===== src/rtl/hs_bit_packer.sv =====
// Packs the serial bit stream coming out of the packet arbiter into WORD_WD-bit words.
// Optional macro HS_BIT_PACKER_MSB_FIRST_EN: place the first bit of each word at the MSB.
module hs_bit_packer #(
   parameter int WORD_WD = 8,
   parameter int CNT_WD  = $clog2(WORD_WD + 1)
) (
   input  logic               clk,
   input  logic               rst_n,
   input  logic               valid_in,
   input  logic               data_in,
   input  logic               last_in,
   output logic               ready_in,
   output logic               valid_out,
   output logic [WORD_WD-1:0] data_out,
   output logic [CNT_WD-1:0]  bit_cnt_out,
   output logic               last_out,
   input  logic               ready_out
);

   typedef enum logic {
      ACC  = 1'b0,
      HOLD = 1'b1
   } acc_state_e;

   acc_state_e         state_q, state_d;
   logic [WORD_WD-1:0] acc_r_q, acc_r_d;
   logic [CNT_WD-1:0]  acc_cnt_q, acc_cnt_d;
   logic               acc_last_q, acc_last_d;

   logic               valid_out_q, valid_out_d;
   logic [WORD_WD-1:0] data_out_q, data_out_d;
   logic [CNT_WD-1:0]  bit_cnt_q, bit_cnt_d;
   logic               last_out_q, last_out_d;

   logic               acc_done;
   logic               xfer;
   logic               fire_in;
   logic [WORD_WD-1:0] base_r;
   logic [CNT_WD-1:0]  base_cnt;
   logic [CNT_WD-1:0]  wr_idx;
   logic               word_full;

   assign acc_done = (state_q == HOLD);

   // The output register accepts the held word when empty or draining this cycle.
   always_comb begin
      xfer     = acc_done && (!valid_out_q || ready_out);
      ready_in = !acc_done || xfer;
      fire_in  = valid_in && ready_in;
   end

   // A transfer empties the accumulator first, so a bit accepted in the same
   // cycle starts the next word at index 0.
   always_comb begin
      base_r    = xfer ? '0 : acc_r_q;
      base_cnt  = xfer ? '0 : acc_cnt_q;
      word_full = (base_cnt == CNT_WD'(WORD_WD - 1));
`ifdef HS_BIT_PACKER_MSB_FIRST_EN
      wr_idx    = CNT_WD'(WORD_WD - 1) - base_cnt;
`else
      wr_idx    = base_cnt;
`endif
   end

   always_comb begin
      state_d    = state_q;
      acc_r_d    = base_r;
      acc_cnt_d  = base_cnt;
      acc_last_d = acc_last_q;
      if (xfer) begin
         state_d    = ACC;
         acc_last_d = 1'b0;
      end
      if (fire_in) begin
         for (int i = 0; i < WORD_WD; i++) begin
            if (wr_idx == CNT_WD'(i)) acc_r_d[i] = data_in;
         end
         acc_cnt_d  = base_cnt + CNT_WD'(1);
         acc_last_d = last_in;
         if (word_full || last_in) state_d = HOLD;
      end
   end

   always_comb begin
      valid_out_d = valid_out_q;
      data_out_d  = data_out_q;
      bit_cnt_d   = bit_cnt_q;
      last_out_d  = last_out_q;
      if (xfer) begin
         valid_out_d = 1'b1;
         data_out_d  = acc_r_q;
         bit_cnt_d   = acc_cnt_q;
         last_out_d  = acc_last_q;
      end else if (valid_out_q && ready_out) begin
         valid_out_d = 1'b0;
      end
   end

   always_ff @(posedge clk or negedge rst_n) begin
      if (!rst_n) begin
         state_q     <= ACC;
         acc_r_q     <= '0;
         acc_cnt_q   <= '0;
         acc_last_q  <= 1'b0;
         valid_out_q <= 1'b0;
         data_out_q  <= '0;
         bit_cnt_q   <= '0;
         last_out_q  <= 1'b0;
      end else begin
         state_q     <= state_d;
         acc_r_q     <= acc_r_d;
         acc_cnt_q   <= acc_cnt_d;
         acc_last_q  <= acc_last_d;
         valid_out_q <= valid_out_d;
         data_out_q  <= data_out_d;
         bit_cnt_q   <= bit_cnt_d;
         last_out_q  <= last_out_d;
      end
   end

   assign valid_out   = valid_out_q;
   assign data_out    = data_out_q;
   assign bit_cnt_out = bit_cnt_q;
   assign last_out    = last_out_q;

endmodule

===== config.mk =====
export PLATFORM = sky130hd
export DESIGN_NAME = hs_bit_packer
export DESIGN_NICKNAME = d
export VERILOG_FILES = /design/src/rtl/hs_bit_packer.sv
export SDC_FILE = /design/constraint.sdc
export NUM_CORES = 1
export LEC_CHECK = 0
export ABC_AREA = 1
export CAP_MARGIN = 20
export CELL_PAD_IN_SITES_DETAIL_PLACEMENT = 0
export CELL_PAD_IN_SITES_GLOBAL_PLACEMENT = 1
export CORE_UTILIZATION = 30
export CTS_CLUSTER_DIAMETER = 100
export DETAILED_ROUTE_END_ITERATION = 8
export PLACE_DENSITY_LB_ADDON = 0.1
export SLEW_MARGIN = 40
export SYNTH_ARGS = -nofsm -noshare
export SYNTH_HDL_FRONTEND = slang
export SYNTH_SLANG_ARGS = --single-unit

===== constraint.sdc =====
create_clock -name clk -period 2.1 [get_ports clk]
set_input_delay 0.525 -clock clk [delete_from_list [all_inputs] [get_ports clk]]
set_output_delay 0.525 -clock clk [all_outputs]
set_load 0.01 [all_outputs]

# Word-level counts from Yosys, hierarchy flattened
# Index checks and enable logic that the tools add are counted.
dict set report op_classes {
  addsub 1
  n_eq_ne 7
  mux 19
  n_reduce_logical 11
}
# op n
set op_table {}
lappend op_table {{4-bit by 3-bit == test with 1-bit output, second input constant} 4}
lappend op_table {{8-bit 2-to-1 mux} 2}
lappend op_table {{1-bit 2-to-1 mux} 15}
lappend op_table {{4-bit by 2-bit == test with 1-bit output, second input constant} 2}
lappend op_table {{4-bit 2-to-1 mux} 2}
lappend op_table {{4-bit by 1-bit adder with 4-bit output, second input constant} 1}
lappend op_table {{4-bit by 1-bit == test with 1-bit output, second input constant} 1}
lappend op_table {{4-bit zero test} 1}
lappend op_table {{2-bit nonzero test} 2}
lappend op_table {{1-bit logical AND} 3}
lappend op_table {{1-bit logical OR} 3}
lappend op_table {{1-bit zero test} 2}
dict set report totals {
  reg_bits 28
  inputBits 6
  out_inout_bits 15
}

# Longest topological paths before layout
# Gate-level depths: netlist of run 1.
dict set report depth {
  word_depth 8
  depth_mapped 13
  mapped_depth_nobuf 12
}

# Least setup slack after synthesis of run 1
# Ideal clock, no wire load.
dict set report synth_timing {
  kind {in2reg}
  from {input ready_out}
  to {register acc_r_q[3]}
  arrival_ps 1558
  required_ps 1987
  path_slack_ps 429
  cell_stages 12
  n_path_buf 1
  path_cell_list {inv_2 -> nand2_2 -> nand2_2 -> buf_6 -> nand2_1 -> inv_1 -> ha_1 -> nand3_2 -> inv_1 -> nand3_1 -> nand2_1 -> inv_1}
}
dict set report synth_via {
  elab_chain_cells 6
  word_cells_on_any_way 9
  classes_between {1 x eq/ne; 4 x mux; 4 x reduce/logical}
}
# item line
set synth_rtl {}
lappend synth_rtl {{start, declared} 17} ;# input logic ready_out
lappend synth_rtl {{1-bit logical OR (*)} 47} ;# xfer = acc_done && (!valid_out_q || ready_out);
lappend synth_rtl {{1-bit logical AND (*)} 47}
lappend synth_rtl {{4-bit 2-to-1 mux} 56} ;# base_cnt = xfer ? '0 : acc_cnt_q;
lappend synth_rtl {{4-bit by 2-bit == test with 1-bit output} 76} ;# if (wr_idx == CNT_WD'(i)) acc_r_d[i] = data_in;
lappend synth_rtl {{1-bit 2-to-1 mux} 76}
lappend synth_rtl {{8-bit 2-to-1 mux (*)} 74} ;# if (fire_in) begin
lappend synth_rtl {{via acc_r_d[3]} 26} ;# logic [WORD_WD-1:0] acc_r_q, acc_r_d;
lappend synth_rtl {{end signal, assigned} 111} ;# acc_r_q <= acc_r_d;
lappend synth_rtl {{end, declared} 26}
# Mark *: on every way through the listed nets, which the timed path passes. The rest lies on a longest branch.
# A chain may end at the register's enable or synchronous reset.

# Final worst setup path of run 1
dict set report layout_timing {
  from {input ready_out}
  to {output ready_in}
}
dict set report layout_via {
  elab_chain_cells 3
}
# item line
set layout_rtl {}
lappend layout_rtl {{1-bit logical OR} 47}
lappend layout_rtl {{1-bit logical AND} 47}
lappend layout_rtl {{1-bit logical OR} 48} ;# ready_in = !acc_done || xfer;
lappend layout_rtl {{end, declared} 12} ;# output logic ready_in,
# Every way passes these cells.

==> results of run 1 <==
-- what timing repair did --
item,4_1_cts,5_1_grt
gates resized for setup,1,0
hold buffers,0,0
hold endpoints to repair,0,0
endpoints found under the setup margin,1,0
-- kinds of logic (layout without fill, tap and decap cells) --
group | count (synthesis) | count (layout)
AOI/OAI and AO/OA | 9 | 9
xor gates and xnor gates | 2 | 2
adders and majority gates | 4 | 4
buffers and inverters | 24 | 50
DFF | 28 | 28
and+or+nand+nor | 91 | 91
-- worst max-delay path: stages --
cell and delay, ns:
clkdlybuf4s50_1 0.42, inv_2 0.08, nand3_2 0.08, dlygate4sd2_1 0.29
-- where the power goes --
| group | internal, uW | leakage (uW) | switching [uW] | total, uW |
|---|---|---|---|---|
| Combinational | 361 | 0.000493 | 381 | 742 |
| Clock | 168 | 0.0000288 | 168 | 336 |
| Sequential | 726 | 0.000368 | 125 | 850 |
| Total | 1250 | 0.000890 | 674 | 1930 |
-- cell usage in the layout (no fill, tap or decap), types with 2 or more instances in the layout --
cell,instances
inv_1,17
buf_4,6
xor2_1,2
o21ai_0,2
nand3_2,2
ha_1,4
nand3_1,11
nand2_1,64
clkbuf_8,4
inv_2,3
nand2_2,3
o21ai_1,5
dfrtp_1,28
nor2_4,2
nor2_1,5
clkdlybuf4s50_1,19
-- state kept, by name, summed over array words and instances, names as in the netlist --
| signal | cells |
|---|---|
| bit_cnt_out | 4 |
| acc_last_q | 1 |
| last_out | 1 |
| acc_done | 1 |
| acc_r_q | 8 |
| acc_cnt_q | 4 |
| valid_out | 1 |
| data_out | 8 |
-- per-stage QoR --
stage                     power (uW)  utilization, %  hold WS, ns  instance area [sq um]  TNS [ns]
after floorplan                 1274               -       0.2294                   1340         0
after global placement          1607           39.07       0.4546                   1619   -0.1536
after detailed placement        1619           39.07       0.4565                   1619   -0.1541
after CTS                       1961           40.37       0.4818                   1673         0
after global routing            2099           40.37       0.5088                   1673         0
final                           1929           40.37       0.4753                   1673         0
-- routing by layer --
layer / up-vias / part of all wire (%) / GRT usage, %
met1: 471 / 52 / 18.07
met2: 21 / 43 / 20.71
met5: - / 0 / 0
met4: 0 / 1.6 / 5.357
met3: 4 / 4.1 / 2.467
li1: 539 / - / -
-- area by class of cell --
cell class | instances | share of cell area [%]
Multi-Input combinational cell | 106 | 32.01
Sequential cell | 28 | 41.88
Clock buffer | 4 | 3.291
Tap cell | 50 | 3.740
Timing Repair Buffer | 26 | 14.58
Inverter | 20 | 4.488
-- final timing paths --
check | end | slack, ns | from
max | ready_in | 0.18 | ready_out
min | data_out[1] | 0.48 | acc_r_q[1]
max reg2reg | acc_r_q[3] | 0.58 | valid_out
min reg2reg | data_out[1] | 0.48 | acc_r_q[1]
max in group asynchronous | acc_r_q[2] | 1.20 | rst_n
min in group asynchronous | bit_cnt_out[1] | 0.62 | rst_n
==> summary.md, run 1 <==
| Metric | Value |
|---|---|
| Synthesized cell area | `1340 sq um` |
| Max Freq | `0.5204 GHz` |
| Max Clock Skew | `0.004848 ns` |
| Synth top area cells | `dfrtp_1, nand2_1, inv_1` |
| Number of cells in the finished layout apart from fillers | `234` |
| Worst-Margin Slew | `0.3746 ns` |
| Worst-path fanout max | `2` |
| I/O Buffers | `20` |
| # nets final | `195` |
| Critical path type | `input port to output pin` |
| Final count of negative-setup-slack endpoints | `0` |
| IR drop worst, VDD | `0.2868 mV` |
| Fin. Hold Viols | `0` |
| Max_slew headroom | `75.03%` |
| CTS Buf Count | `3` |
| Largest family of logic cells by synthesized area | `simple AND/OR/NAND/NOR gates` |
| Multiplexer share of the synthesized area | `0%` |
| # IOs | `21` |
| Number of synthesized register bits | `28` |
| Most common cell in the synthesized netlist | `nand2_1` |
| Run status | `completed` |
| Worst hold stages | `2` |
| Initial Util | `32.34%` |
| Area of the multi-input gates | `535.5 sq um` |
| Cell Rows | `23` |
| H-tree levels | `1` |
| Maxcap violations | `0` |
| Routed Antenna Nets | `0` |
| Simple-gate share of the synthesized area | `31.09%` |
| Post-synthesis compound-gate area fraction | `3.828%` |
| Post-synth top cells | `nand2_1, dfrtp_1, inv_1` |
| CTS tree | `built` |
| CP Data Required Time | `1.57 ns` |
| Die X | `68.84 microns` |
| Clk pin slew, worst setup/hold paths | `0.09 ns` |
| Syn Area/Cell | `8.481 sq um` |
| Seq/Total Area, Yosys | `52.29%` |
| Syn nets | `168` |
| Startpoint types | `input port` |
| Ant diodes | `0` |
| Register area | `700.7 sq um` |
| Routability cong. | `0.7905` |
| DRT iter0 DRCs | `53` |
| Mapped Cells | `158` |
| PD cells | `1153 nW/um^2` |
| Tmin final | `1.922 ns` |
| Initial antenna violation count | `0` |
| Post-synth cell types | `22` |
| Adder-Cell Fraction of Synth Area | `3.735%` |
| Synthesis Warnings | `0` |
| Clk sinks | `28` |
| Crit. End Element | `output pin` |
| Post-CTS setup buffers | `0` |
| RSZ-0062 raised after global routing | `false` |
| Critical path arrival | `1.40 ns` |
| Post-route worst setup slack | `0.1785 ns` |
| Die Area | `4738 sq um` |
| EDFF count, synth | `0` |
| Cell taking the most area after synthesis | `dfrtp_1` |
| Vias | `1035` |
| Final wirelength | `2674 microns` |
| Detailed-route DRC error count | `0` |
| Layout cells sized above 1 | `12.50%` |
| Drt wl/cell | `11.43 microns` |
| Total GRT Usage | `13.29%` |
| Top FF cell, synth | `dfrtp_1` |
| Dpl ws | `-0.08741 ns` |
| Root Buffer | `clkbuf_8` |
| Post-Synth XOR/XNOR Area | `1.307%` |
| Vias per cell | `4.423` |
| Clk_lat worst skew | `0.27 ns` |
| Chip height | `68.84 microns` |
| Area share of the largest cell type after synthesis | `52.29%` |
| Largest net degree at the start of global routing | `29` |
| First-pass DRT Iterations | `4` |
| Core Region | `4144 sq um` |
| Reg2reg path depth | `11` |
| Fillers | `441` |
| Overflow after GRT | `0` |
| Ys async rst share | `100.0%` |
| Final worst path period share | `91.50%` |
| Lkg Pwr | `0.0008898 uW` |
| Slew Limit Fails | `0` |
| Hold WC Path Type | `flop to flop` |
| Vias in the first global route | `963` |
| Post-Place Cells | `230` |
| First-pass GRT wire length | `4547 microns` |
| CTS Buffer Depth | `2` |
| DP HPWL | `1933 microns` |
| Area grow syn2layout | `24.84%` |
(Power assumes the default switching activity.)
==> inputs of run 2 (changes only) <==
Settings changed: GPL_TIMING_DRIVEN set to 0.
==> run 2 against run 1 <==
  * Hold slack got worse by 0.23 ns
  * Sequential power increased by 0.8%
  * Sequential share of layout area is 0.35 points higher
  * Non-clock buffer count down 2
  * Die area stayed put
  * Register-to-register slack worse by 0.10 ns
  * Via count decreased by 2.6%
  * Routed wire length increased by 0.67%
  * Global-route usage grew 0.68 points
  * Critical path depth unchanged
  * Largest cell class unchanged
==> summary.md, run 2 (same netlist as run 1, synthesis figures left out) <==
| Metric | Value |
|---|---|
| DRT iter0 DRCs | `46` |
| Commonest cells after routing, fill and taps aside | `nand2_1, dfrtp_1, clkdlybuf4s50_1` |
| Cell Rows | `23` |
| Gate power share | `37.7%` |
| Post-Place Cells | `228` |
| Fin. Hold Viols | `0` |
| Total GRT Usage | `13.97%` |
| CTS Buffer Depth | `2` |
| Post-CTS setup buffers | `0` |
| # IOs | `21` |
| Layout cells sized above 1 | `12.64%` |
| Register area | `700.7 sq um` |
| Initial Util | `32.34%` |
| Core Region | `4144 sq um` |
| First-pass DRT Iterations | `4` |
| Reg power frac | `44.6%` |
| Routed Antenna Nets | `0` |
| Crit. End Element | `output pin` |
| Clock power frac | `17.8%` |
| Clk pin slew, worst setup/hold paths | `0.10 ns` |
| Clk sinks | `28` |
| Lkg Pwr | `0.0008834 uW` |
| Drt wl/cell | `11.60 microns` |
| Final Instance Area | `1659 sq um` |
| Startpoint types | `input port` |
| Die X | `68.84 microns` |
| Initial antenna violation count | `0` |
| Number of cells in the finished layout apart from fillers | `232` |
| Sw power | `680.3 uW` |
| Routability cong. | `0.7934` |
| Vias per cell | `4.345` |
| PD cells | `1159 nW/um^2` |
| Root Buffer | `clkbuf_8` |
| Clk_lat worst skew | `0.28 ns` |
| Vias | `1008` |
| Worst Path Buf+Inv | `3` |
| Final count of negative-setup-slack endpoints | `0` |
| Commonest non-fill, non-tap cell in the layout | `nand2_1` |
| Critical path arrival | `1.50 ns` |
| Dpl cell area | `1598 sq um` |
| Hold WC Path Type | `input port to asynchronous set/reset pin` |
| Chip height | `68.84 microns` |
| Largest net degree at the start of global routing | `29` |
| Largest stage delay, worst path | `0.41 ns` |
| Run status | `completed` |
| Final worst path period share | `96.23%` |
| Overflow after GRT | `0` |
| I/O Buffers | `20` |
| Die Area | `4738 sq um` |
| Area of the multi-input gates | `543.0 sq um` |
| Final wirelength | `2692 microns` |
| DP HPWL | `1973 microns` |
| Worst-path fanout max | `7` |
| Ant diodes | `0` |
| Int Pwr | `1243 uW` |
| Critical path type | `input port to output pin` |
| Slew Limit Fails | `0` |
| Detailed-route DRC error count | `0` |
| Net switching share of the total power | `35.38%` |
| CTS Buf Count | `3` |
| # nets final | `193` |
| Max_slew headroom | `58.58%` |
| Worst-Margin Slew | `0.6213 ns` |
| IR drop worst, VDD | `0.3993 mV` |
| CP delay by family, top | `buffers and inverters` |
| H-tree levels | `1` |
| CTS tree | `built` |
| Crit-path slowest cell | `clkdlybuf4s50_1` |
| CP cell instances | `clkdlybuf4s50_1 > inv_2 > nand3_2 > dlygate4sd2_1` |
| Area grow syn2layout | `23.81%` |
| CP Data Required Time | `1.57 ns` |
| Max Freq | `0.4948 GHz` |
| Fillers | `434` |
| Vias in the first global route | `992` |
| Max Clock Skew | `0.003270 ns` |
| First-pass GRT wire length | `4692 microns` |
| Maxcap violations | `0` |
| Tmin final | `2.021 ns` |
| RSZ-0062 raised after global routing | `false` |
-- run 2: cell types whose count changed in the layout (fill, tap and decap cells not counted), sizes merged --
cell,delta
buf,-1
clkdlybuf4s50,-1
-- run 2: layout make-up --
type / instances / area share, %
repair buffers: 20 / 11.69
clock buffers: 4 / 3.318
multi-input cells: 106 / 32.73
plain buffers: 4 / 1.735
well taps: 50 / 3.771
inverters: 20 / 4.525
flip-flops and latches: 28 / 42.23
-- run 2: power groups by stage --
| stage | clock (uW) | sequential, uW | combinational [uW] |
|---|---|---|---|
| CTS | 352 | 855 | 737 |
| floorplan | 0 | 891 | 383 |
| global route | 376 | 884 | 834 |
| global placement | 0 | 860 | 727 |
| finish | 341 | 857 | 724 |
| detailed placement | 0 | 865 | 735 |
-- run 2: repair_timing --
action	CTS	global route
gates resized for setup	1	2
setup endpoints to repair	1	5
hold buffers	0	0
-- run 2: worst register-to-register path, cell delays in order (launching register included) --
cell and delay [ns]:
dfrtp_1 0.41, nand2_2 0.09, nand2_2 0.09, buf_6 0.17, nand2_2 0.10, inv_1 0.09, ha_1 0.16, nand3_2 0.13
inv_1 0.10, nand3_1 0.07, nand2_1 0.08, inv_1 0.04
-- run 2: worst paths after layout --
check,from,to,slack (ns),cells after the start
max,ready_out,ready_in,0.08,4
min,rst_n,bit_cnt_out[0],0.25,1
max reg2reg,valid_out,acc_r_q[3],0.48,11
min reg2reg,acc_r_q[0],data_out[0],0.48,2
max in group asynchronous,rst_n,acc_r_q[5],1.45,1
min in group clk,acc_r_q[0],data_out[0],0.48,2
-- run 2: through the flow --
stage | hold WS (ns) | setup slack (ns) | total power (uW) | util, % | setup TNS [ns]
floorplan | 0.2294 | 0.4290 | 1274 | - | 0
global placement | 0.4602 | -0.1754 | 1587 | 38.68 | -1.317
detailed placement | 0.4600 | -0.1707 | 1600 | 38.56 | -1.322
CTS | 0.2824 | 0.06292 | 1944 | 39.86 | 0
global route | 0.3021 | 0.006378 | 2093 | 40.04 | 0
finish | 0.2495 | 0.07907 | 1923 | 40.04 | 0
-- run 2: layer usage --
| layer | GRT usage (%) | share of wire (%) |
|---|---|---|
| met1 | 19.27 | 53 |
| met2 | 21.32 | 43 |
| met3 | 2.467 | 2.8 |
| met4 | 6.122 | 1.5 |
| met5 | 0 | 0 |
==> inputs of run 3 (changes only) <==
Settings changed: PLACE_DENSITY set to 0.71, PLACE_DENSITY_LB_ADDON 0.1 to not set, TNS_END_PERCENT set to 20.
==> run 3 against run 2 <==
  * Clock skew is 0.00084 ns lower
  * Count of clock-buffer cells in the layout stayed put
  * Via count is 0.40% higher
  * Worst setup slack worse by 0.015 ns
  * Hold slack better by 0.0049 ns
  * Flip-flop and latch count stayed put
  * Critical path type unchanged
  * Register-to-register slack better by 0.03 ns
  * Largest cell class unchanged
  * Die area stayed put
  * Total power is 0.28% lower
==> summary.md, run 3 (same netlist as run 1, synthesis figures left out) <==
| Metric | Value |
|---|---|
| Die X | `68.84 microns` |
| Critical path type | `input port to output pin` |
| Total power draw | `1918 uW` |
| Hold WS | `0.2544 ns` |
| I/O Buffers | `20` |
| Initial Util | `32.34%` |
| Final count of negative-setup-slack endpoints | `0` |
| Critical path arrival | `1.51 ns` |
| DP HPWL | `1969 microns` |
| Hold WC Path Type | `input port to asynchronous set/reset pin` |
| Chip height | `68.84 microns` |
| Tmin final | `2.036 ns` |
| Ant diodes | `0` |
| Final Instance Area | `1685 sq um` |
| Clk pin slew, worst setup/hold paths | `0.09 ns` |
| Largest stage delay, worst path | `0.41 ns` |
| Maxcap violations | `0` |
| Final worst path period share | `96.94%` |
| Slew Limit Fails | `0` |
| CTS tree | `built` |
| Root Buffer | `clkbuf_8` |
| Initial antenna violation count | `0` |
| Run status | `completed` |
| Routability cong. | `0.8837` |
| Worst Path Buf+Inv | `3` |
| Max_slew headroom | `59.59%` |
| Vias in the first global route | `990` |
| Worst-Margin Slew | `0.6062 ns` |
| CP delay by family, top | `buffers and inverters` |
| Layout cells sized above 1 | `14.05%` |
| CTS Buf Count | `3` |
| Commonest cells after routing, fill and taps aside | `nand2_1, dfrtp_1, clkdlybuf4s50_1` |
| CTS Buffer Depth | `2` |
| Largest net degree at the start of global routing | `29` |
| Vias | `1012` |
| Crit. End Element | `output pin` |
| Clk_lat worst skew | `0.27 ns` |
| Fin. Hold Viols | `0` |
| PD cells | `1138 nW/um^2` |
| Commonest non-fill, non-tap cell in the layout | `nand2_1` |
| Crit-path slowest cell | `clkdlybuf4s50_1` |
| Die Area | `4738 sq um` |
| Util after Layout | `40.67%` |
| Area grow syn2layout | `25.77%` |
| DRT iter0 DRCs | `20` |
| Detailed-route DRC error count | `0` |
| Worst-path fanout max | `7` |
| Dpl cell area | `1598 sq um` |
| IR drop worst, VDD | `0.2800 mV` |
| RSZ-0062 raised after global routing | `false` |
| Overflow after GRT | `0` |
| First-pass GRT wire length | `4360 microns` |
| Core Region | `4144 sq um` |
| Lkg Pwr | `0.0008983 uW` |
| Max Clock Skew | `0.002426 ns` |
| Total GRT Usage | `12.64%` |
| Hold Buf Count CTS | `0` |
| # nets final | `196` |
| Drt wl/cell | `10.80 microns` |
| Vias per cell | `4.306` |
| Cell Rows | `23` |
| Final wirelength | `2538 microns` |
| First-pass DRT Iterations | `4` |
| CP cell instances | `clkdlybuf4s50_1 > inv_2 > nand3_2 > dlygate4sd2_1` |
| Routed Antenna Nets | `0` |
| Startpoint types | `input port` |
| Setup TNS | `0 ns` |
| H-tree levels | `1` |
| Max Freq | `0.4912 GHz` |
| CP Data Required Time | `1.57 ns` |
| # IOs | `21` |
| Clk sinks | `28` |
-- run 3: worst register-to-register path: cells and delay by family, from the launching register on --
family | cells | cell delay [ns]
simple gates | 7 | 0.56
buf+inv | 4 | 0.33
flops | 1 | 0.42
fa+ha+maj | 1 | 0.20
-- run 3: per-stage QoR --
step                std cells  worst slack (ns)
finish                    235           0.06427
global route              235           0.01289
CTS                       232           0.05856
detailed placement        228           -0.1938
global placement          228           -0.1780
floorplan                 158            0.4290
-- run 3: path summary, 6_finish.rpt --
kind	slack, ns	endpoint	start	cells past startpoint
min	0.25	bit_cnt_out[0]	rst_n	1
max	0.06	ready_in	ready_out	4
max reg2reg	0.51	acc_r_q[3]	valid_out	12
min in group clk	0.48	data_out[2]	acc_r_q[2]	2
max in group asynchronous	1.45	data_out[7]	rst_n	1
min reg2reg	0.48	data_out[2]	acc_r_q[2]	2
-- run 3: where the power goes --
group / leakage (uW) / switching [uW] / internal, uW
registers: 0.000368 / 129 / 726
logic: 0.000501 / 381 / 360
clock network: 0.0000288 / 155 / 167
-- run 3: repair_timing --
item / 4_1_cts / 5_1_grt
setup buffers: 0 / 3
endpoints found under the hold margin: 0 / 0
setup endpoints to repair: 1 / 4
resized for setup: 1 / 3
gates cloned: 0 / 0
-- run 3: area by class of cell --
type / instances / area, sq um
timing repair buffer: 23 / 216.5
fill: 446 / 2459
buffer: 4 / 32.53
inverter: 20 / 75.07
multi-input combinational: 106 / 543.0
clock buffer: 4 / 55.05
tap: 50 / 62.56
sequential: 28 / 700.7
-- run 3: layer usage --
| layer | vias up | track usage, % | wire (microns) |
|---|---|---|---|
| met3 | 4 | 1.480 | 51 |
| met4 | 0 | 6.122 | 44 |
| met5 | - | 0 | 0 |
| met2 | 17 | 21.69 | 1181 |
| li1 | 534 | - | - |
| met1 | 457 | 15.67 | 1259 |
